===== src/rtl/spi_byte_receiver.sv =====
// SPI byte receiver: reassembles strobed MOSI bits into words, queues them in a small
// valid/ready FIFO and checks that successive words follow an incrementing count.
module spi_byte_receiver #(
  parameter int unsigned DATA_W     = 8,
  parameter bit          LSB_FIRST  = 1'b1,
  parameter int unsigned FIFO_DEPTH = 2,
  parameter int unsigned ERR_W      = 16
) (
  input  logic              clk_spi,
  input  logic              reset,
  input  logic              ss_n,
  input  logic              sdi,
  input  logic              sdi_en,
  output logic [DATA_W-1:0] rx_data,
  output logic              rx_valid,
  input  logic              rx_ready,
  output logic              overrun,
  output logic              frame_abort,
  input  logic              check_en,
  output logic              seq_err,
  output logic [ERR_W-1:0]  err_count,
  input  logic              clear
);

  localparam int unsigned CW = (DATA_W > 1) ? $clog2(DATA_W) : 1;
  localparam int unsigned AW = $clog2(FIFO_DEPTH);

  typedef enum logic [0:0] {StIdle, StShift} state_e;

  state_e             state_q;
  logic [CW-1:0]      bit_cnt_q;
  logic [DATA_W-1:0]  sr_q;
  logic [DATA_W-1:0]  mem_q [FIFO_DEPTH];
  logic [AW-1:0]      wr_ptr_q, rd_ptr_q;
  logic [AW:0]        count_q;
  logic               armed_q;
  logic [DATA_W-1:0]  exp_q;
  logic               overrun_q, frame_abort_q, seq_err_q;
  logic [ERR_W-1:0]   err_count_q;

  logic               sample, last, pop, full, push, mismatch;
  logic [DATA_W-1:0]  word;

  always_comb begin
    sample   = !ss_n && sdi_en;
    last     = sample && (bit_cnt_q == CW'(DATA_W - 1));
    word     = LSB_FIRST ? {sdi, sr_q[DATA_W-1:1]} : {sr_q[DATA_W-2:0], sdi};
    pop      = (count_q != '0) && rx_ready;
    full     = (count_q == (AW+1)'(FIFO_DEPTH));
    // A pop on the same edge frees a slot for the incoming word.
    push     = last && (!full || pop);
    mismatch = last && armed_q && check_en && (word != exp_q);
  end

  always_ff @(posedge clk_spi or negedge reset) begin
    if (!reset) begin
      state_q       <= StIdle;
      bit_cnt_q     <= '0;
      sr_q          <= '0;
      for (int i = 0; i < int'(FIFO_DEPTH); i++) mem_q[i] <= '0;
      wr_ptr_q      <= '0;
      rd_ptr_q      <= '0;
      count_q       <= '0;
      armed_q       <= 1'b0;
      exp_q         <= '0;
      overrun_q     <= 1'b0;
      frame_abort_q <= 1'b0;
      seq_err_q     <= 1'b0;
      err_count_q   <= '0;
    end else begin
      frame_abort_q <= 1'b0;
      seq_err_q     <= 1'b0;

      unique case (state_q)
        StIdle: begin
          bit_cnt_q <= '0;
          if (!ss_n) state_q <= StShift;
        end
        StShift: begin
          if (ss_n) begin
            state_q       <= StIdle;
            bit_cnt_q     <= '0;
            frame_abort_q <= (bit_cnt_q != '0);
          end
        end
      endcase

      // Sampling overrides the idle hold so a strobe on the ss_n falling edge counts.
      if (sample) begin
        sr_q      <= word;
        bit_cnt_q <= last ? '0 : bit_cnt_q + CW'(1);
      end

      if (pop) rd_ptr_q <= rd_ptr_q + AW'(1);
      if (push) begin
        mem_q[wr_ptr_q] <= word;
        wr_ptr_q        <= wr_ptr_q + AW'(1);
      end
      count_q <= count_q + (AW+1)'(push) - (AW+1)'(pop);

      if (last && full && !pop) overrun_q <= 1'b1;

      // Dropped words still resync the expected count.
      if (last) begin
        armed_q <= 1'b1;
        exp_q   <= word + DATA_W'(1);
      end
      if (mismatch) begin
        seq_err_q <= 1'b1;
        if (err_count_q != '1) err_count_q <= err_count_q + ERR_W'(1);
      end

      if (clear) begin
        overrun_q   <= 1'b0;
        err_count_q <= '0;
        armed_q     <= 1'b0;
        seq_err_q   <= 1'b0;
      end
    end
  end

  assign rx_data     = mem_q[rd_ptr_q];
  assign rx_valid    = (count_q != '0);
  assign overrun     = overrun_q;
  assign frame_abort = frame_abort_q;
  assign seq_err     = seq_err_q;
  assign err_count   = err_count_q;

endmodule


===== config.mk =====
export PLATFORM = sky130hd
export DESIGN_NAME = spi_byte_receiver
export DESIGN_NICKNAME = d
export VERILOG_FILES = /design/src/rtl/spi_byte_receiver.sv
export SDC_FILE = /design/constraint.sdc
export NUM_CORES = 1
export LEC_CHECK = 0
export ABC_AREA = 1
export CORE_ASPECT_RATIO = 2
export CORE_MARGIN = 5
export CORE_UTILIZATION = 52
export CTS_CLUSTER_DIAMETER = 60
export DETAILED_ROUTE_END_ITERATION = 16
export PLACE_DENSITY_LB_ADDON = 0.12
export SYNTH_ARGS = -nofsm -noshare
export SYNTH_HDL_FRONTEND = slang
export SYNTH_SLANG_ARGS = --single-unit

===== constraint.sdc =====
create_clock -name clk_spi -period 4.34 [get_ports clk_spi]
set_input_delay 0.868 -clock clk_spi [delete_from_list [all_inputs] [get_ports clk_spi]]
set_output_delay 0.868 -clock clk_spi [all_outputs]
set_load 0.1 [all_outputs]

==> flow_summary_export.csv, run 1 <==
group,metric,value,unit
clock_network,clk_pin_slew,0.05,ns
sta,max_slew_margin,34.7,%
sta,fmax,0.318,GHz
yosys,syn-cell-area,3270,um^2
place,place_congestion,0.826,
sta,fin_setup_tns,0,ns
floorplanning,fp-row-count,41,
yosys,ys_ff_latch,59,
run_status,run_status,"finished, final reports clean",
floorplanning,start_util,52.7,%
place,dp_hpwl,4550,um
worst_setup_path,crit_required,3.47,ns
place,io_buffers,35,
clock_network,hold_buffers,0,
yosys,ys_warn_count,0,
floorplanning,die_y,122,um
sta,tightestPinTransition,0.976,ns
clock_network,cts-root-buf,"clkbuf_16",
grt,grt-ovfl-total,0,
yosys,yosys.area.top_type_share,45.2,%
floorplanning,coreArea,6210,um^2
sta,whs,0.489,ns
pwr,p_leak,1.81,nW
grt,grtUsageTotal,18.6,%
clock_network,cts_num_sinks,59,
cells_and_area,drive_gt1_share,13.9,%
grt,grt_first_pass_wirelength,11600,um
worst_setup_path,critPathLaunch,"rd_ptr_q",
worst_setup_path,critPathCaptureType,"output pin",
cells_and_area,syn_to_final_growth,20.1,%
yosys,synth_commonest_cells,"99 x nand2_1, 59 x dfrtp_1, 38 x inv_1, 33 x o21ai_0",
sta,setup_viol,0,
clock_network,cts_max_level,3,
worst_setup_path,critPathMaxFanout,17,
yosys,ys_top_cells_by_area,"dfrtp_1 45%, nand2_1 11%, o21ai_0 5.1%",
clock_network,cts_tree,"done",
pwr,switching_power,0.754,mW
grt,grt_pass1_vias,2584,
yosys,yosysTopAreaCell,"dfrtp_1",
floorplanning,die-area,8070,um^2
cells_and_area,antenna_cells,0,
yosys,ys.flop_type,"dfrtp_1",
pwr,p_total,1.93,mW
yosys,syn-num-nets,408,
yosys,synth_edf_count,0,
sta,maxSlewViolCount,0,
worst_setup_path,cp-start-kind,"flop",
pwr,power_density,493,nW/um^2
sta,fin_crit_sh,72.5,%
drt,route.detailed.drc,0,
yosys,synthArstFlopShare,100,%
yosys,synth_cell_types,35,
flow_run,drv_cap,0,
place,dp.cells,503,
cells_and_area,fin_util,63.2,%
clock_network,cts_made_buffers,9,
drt,vias_per_cell,4.87,
drt,num_vias,2525,
pwr,sw_frac_of_total,39.0,%
sta,rsz0062_at_grt,"no",
cells_and_area,fillCellCount,528,
grt,grt_max_degree,38,
sta,finalHoldViolCount,0,
floorplanning,die_x,66.1,um
pwr,internal_power,1.18,mW
clock_network,cts_resized,0,
sta,period_needed,3.15,ns
grt,antenna_found_initial,0,
cells_and_area,final_cells,519,
min_path,hp-class,"flop to flop",
drt,drtAntennaViolNets,0,
sta,clock_skew,0.00762,ns
cells_and_area,fin_nets,443,
worst_setup_path,worstReg2RegStart,"bit_cnt_q[0]",
yosys,netlist_instances,393,
worst_setup_path,crit_type,"flop to output pin",
worst_setup_path,crit_path_cell_trace,"nand2_1, o21ai_0, clkdlybuf4s50_1",
pwr,clkPwrFrac,36.0,%
drt,dr.pass1.iters,4,
yosys,ys_seq_area_share,45.2,%
worst_setup_path,max_stage_delay,1.16,ns
clock_network,post_cts_buffers,0,
clock_network,cts_buffer_depth,2,
drt,avgRoutedWirePerCell,12.4,um
worst_setup_path,slowest_stage,"clkdlybuf4s50_1",
drt,wirelength,6450,um
floorplanning,io_pins,36,
clock_network,clk_latency,0.33,ns
min_path,hold_start,"mem_q[3]",
drt,dr.first_iter.drc_count,160,
yosys,yosysMostFrequentCell,"nand2_1",
pwr,irDropWorstVdd,0.304,mV
yosys,syn_area_per_cell,8.32,um^2
worst_setup_path,worstPathArrival,2.28,ns
pwr,p_seq_share,33.0,%
pwr,pwr-share-comb,31.0,%
==> routing by layer <==
layer	share of wire, %	global-route usage (%)	up-vias
li1	-	-	1307
met3	3.9	4.80	7
met5	0	0	-
met2	47	29.4	47
met1	47	23.9	1164
met4	1.8	8.14	0
==> layout make-up <==
type,count,area [um^2],share of cell area (%)
flip-flops and latches,59,1480,37.6
repair buffers,37,360,9.18
clock inverters,5,52.6,1.34
multi-input cells,278,1520,38.8
inverters,43,164,4.18
well taps,86,108,2.74
clock buffers,11,243,6.18
==> critical path, delay by kind of cell, from the launching register on <==
family	cells	cell delay, ns
AO/OA/AOI/OAI	1	0.09
flip-flops	1	0.61
AND/OR/NAND/NOR	1	0.09
buffers and inverters	1	1.16
==> state kept, by name, indices dropped and copies added, names as in the netlist <==
signal	flops
state_q	1
overrun	1
mem_q	16
seq_err	1
wr_ptr_q	1
err_count	16
count_q	2
armed_q	1
rd_ptr_q	1
bit_cnt_q	3
frame_abort	1
sr_q	7
exp_q	8
==> power by group through the flow <==
stage	registers (mW)	clock network [mW]	logic (mW)
after global placement	0.644	0	0.599
after detailed placement	0.646	0	0.604
after global routing	0.645	0.738	0.631
final	0.637	0.696	0.601
after CTS	0.637	0.716	0.605
after floorplan	0.640	0	0.476
==> placed cells by master, fill, tap and decap left out, types with 2 or more instances in the layout <==
cell type	netlist	final
dfrtp_1	59	59
o21ai_0	33	33
clkinv_2	0	3
nand2_4	3	3
clkbuf_16	0	9
nor3_1	4	4
nor2_4	6	6
inv_1	38	38
xnor2_1	7	7
nor2_8	2	2
clkdlybuf4s50_1	0	34
nor2_1	31	31
a21oi_1	4	4
nand3_1	31	31
inv_2	3	3
o21a_1	9	9
buf_4	1	2
ha_1	7	7
nand2_1	99	99
xor2_1	9	9
o21ai_1	3	3
nand2_2	22	22
==> final timing paths <==
check / slack, ns / end / cells after the start
min: 0.49 / mem_q[3] / 1
min reg2reg: 0.49 / mem_q[3] / 1
min in group asynchronous: 0.63 / mem_q[8] / 1
max: 1.19 / rx_data[2] / 3
max reg2reg: 2.30 / count_q[1] / 10
max in group asynchronous: 2.87 / err_count[9] / 2
==> logic make-up after synthesis <==
family                     Yosys count  synth area share [%]
AOI/OAI and AO/OA                   50                  8.42
xor gates and xnor gates            16                  4.29
adders and majority gates            7                  2.68
buffers and inverters               56                  8.30
DFF                                 59                  45.2
and+or+nand+nor                    205                  31.2
==> through the flow <==
| stage | worst slack, ns | instance area, um^2 |
|---|---|---|
| finish | 1.19 | 3930 |
| global route | 1.03 | 3930 |
| CTS | 1.17 | 3930 |
| detailed placement | 1.27 | 3630 |
| global placement | 1.35 | 3630 |
| floorplan | 0.639 | 3270 |
(Power assumes the default switching activity.)
==> inputs of run 2 (changes only) <==
clock period = 2.9 ns   (was 4.34 ns; I/O delays follow)
==> flow_summary_export.csv, run 2 (synthesis results as in run 1) <==
group,metric,value,unit
drt,vias_per_cell,4.93,
grt,grt_first_pass_wirelength,11200,um
min_path,hp-class,"input port to async pin",
grt,grtUsageTotal,18.5,%
floorplanning,start_util,52.7,%
drt,num_vias,2569,
clock_network,clk_pin_slew,0.05,ns
sta,fmax,0.461,GHz
worst_setup_path,r2r_end,"count_q[1]",
grt,antenna_found_initial,0,
worst_setup_path,critPathCaptureType,"flop",
worst_setup_path,rrSetupSlack,0.90,ns
cells_and_area,drive_gt1_share,20.9,%
clock_network,cts_resized,0,
floorplanning,fp-row-count,41,
drt,route.detailed.drc,0,
cells_and_area,fin_nets,445,
floorplanning,die-area,8070,um^2
sta,whs,0.200,ns
clock_network,clk_latency,0.33,ns
place,io_buffers,35,
sta,max_slew_margin,59.9,%
sta,period_needed,2.17,ns
worst_setup_path,crit_required,3.15,ns
sta,setup_viol,0,
place,dp_hpwl,4620,um
sta,tightestPinTransition,0.598,ns
grt,grt_pass1_vias,2445,
worst_setup_path,cp-start-kind,"input port",
flow_run,drv_cap,0,
cells_and_area,layout_commonest_cell,"nand2_1",
drt,drtAntennaViolNets,0,
floorplanning,die_x,66.1,um
clock_network,post_cts_buffers,0,
floorplanning,io_pins,36,
pwr,irDropWorstVdd,0.624,mV
pwr,power_density,796,nW/um^2
pwr,p_leak,1.90,nW
sta,clock_skew,0.00558,ns
place,dp.cells,505,
run_status,run_status,"finished, final reports clean",
sta,rsz0062_at_grt,"no",
clock_network,cts-root-buf,"clkbuf_16",
sta,layout_setup_ws,0.731,ns
clock_network,cts_buffer_depth,2,
floorplanning,die_y,122,um
cells_and_area,stdcell_area,3950,um^2
grt,grt-ovfl-total,0,
cells_and_area,final_cells,521,
worst_setup_path,critPathMaxFanout,12,
drt,dr.pass1.iters,4,
cells_and_area,final_cell_mix,"99 x nand2_1, 59 x dfrtp_1, 38 x inv_1, 33 x o21ai_0, 32 x buf_4",
drt,wirelength,6430,um
worst_setup_path,rr_worst_depth,10,
clock_network,cts_made_buffers,9,
sta,finalHoldViolCount,0,
worst_setup_path,worstReg2RegStart,"bit_cnt_q[0]",
worst_setup_path,worstPathArrival,2.42,ns
clock_network,hold_buffers,0,
pwr,p_total,3.15,mW
place,post-place-ws,0.395,ns
sta,fin_setup_tns,0,ns
clock_network,cts_max_level,3,
cells_and_area,antenna_cells,0,
cells_and_area,fin_util,63.6,%
worst_setup_path,cp-endpoint,"count_q[1]",
clock_network,cts_num_sinks,59,
floorplanning,coreArea,6210,um^2
drt,avgRoutedWirePerCell,12.3,um
clock_network,cts_tree,"done",
sta,fin_crit_sh,74.8,%
place,place_congestion,0.829,
drt,dr.first_iter.drc_count,119,
sta,maxSlewViolCount,0,
worst_setup_path,crit_type,"input port to flop",
grt,grt_max_degree,22,
cells_and_area,syn_to_final_growth,20.8,%
worst_setup_path,critPathLaunch,"ss_n",
place,place_area,3570,um^2
## run 2: final cells by class
type	instances	area [um^2]
inverters	43	164
multi-input cells	278	1520
well taps	86	108
clock inverters	6	136
fillers	553	2260
repair buffers	39	305
clock buffers	10	239
flip-flops and latches	59	1480
## run 2: metal layers
metal | GRT usage (%) | vias to the layer above | routed length [um]
li1 | - | 1311 | -
met1 | 23.3 | 1207 | 2920
met2 | 28.7 | 41 | 3080
met3 | 6.09 | 10 | 285
met4 | 8.40 | 0 | 145
met5 | 0 | - | 0
## run 2: power breakdown
group          leakage, nW  internal [mW]  total, mW  switching (mW)
Sequential           0.744          0.873      0.954          0.0805
Clock                0.179          0.949       1.31           0.365
Combinational        0.978          0.187      0.877           0.690
## run 2: worst min path at each step
stage | start | to | slack (ns) | depth (start not counted)
5_1_grt | reset | mem_q[8] | 0.23 | 1
6_report | reset | mem_q[8] | 0.20 | 1
2_1_floorplan | reset | armed_q | 0.28 | 0
3_3_place_gp | mem_q[2] | mem_q[2] | 0.47 | 1
3_5_place_dp | mem_q[7] | mem_q[7] | 0.48 | 1
4_1_cts | reset | mem_q[8] | 0.20 | 1
## run 2: worst max-delay path: stages
cell and delay [ns]:
clkdlybuf4s50_1 0.49, nor2_4 0.17, nand2_4 0.12, inv_4 0.14, nand2_4 0.11, ha_1 0.29
inv_1 0.04, ha_1 0.17, xnor2_1 0.17, xor2_1 0.16
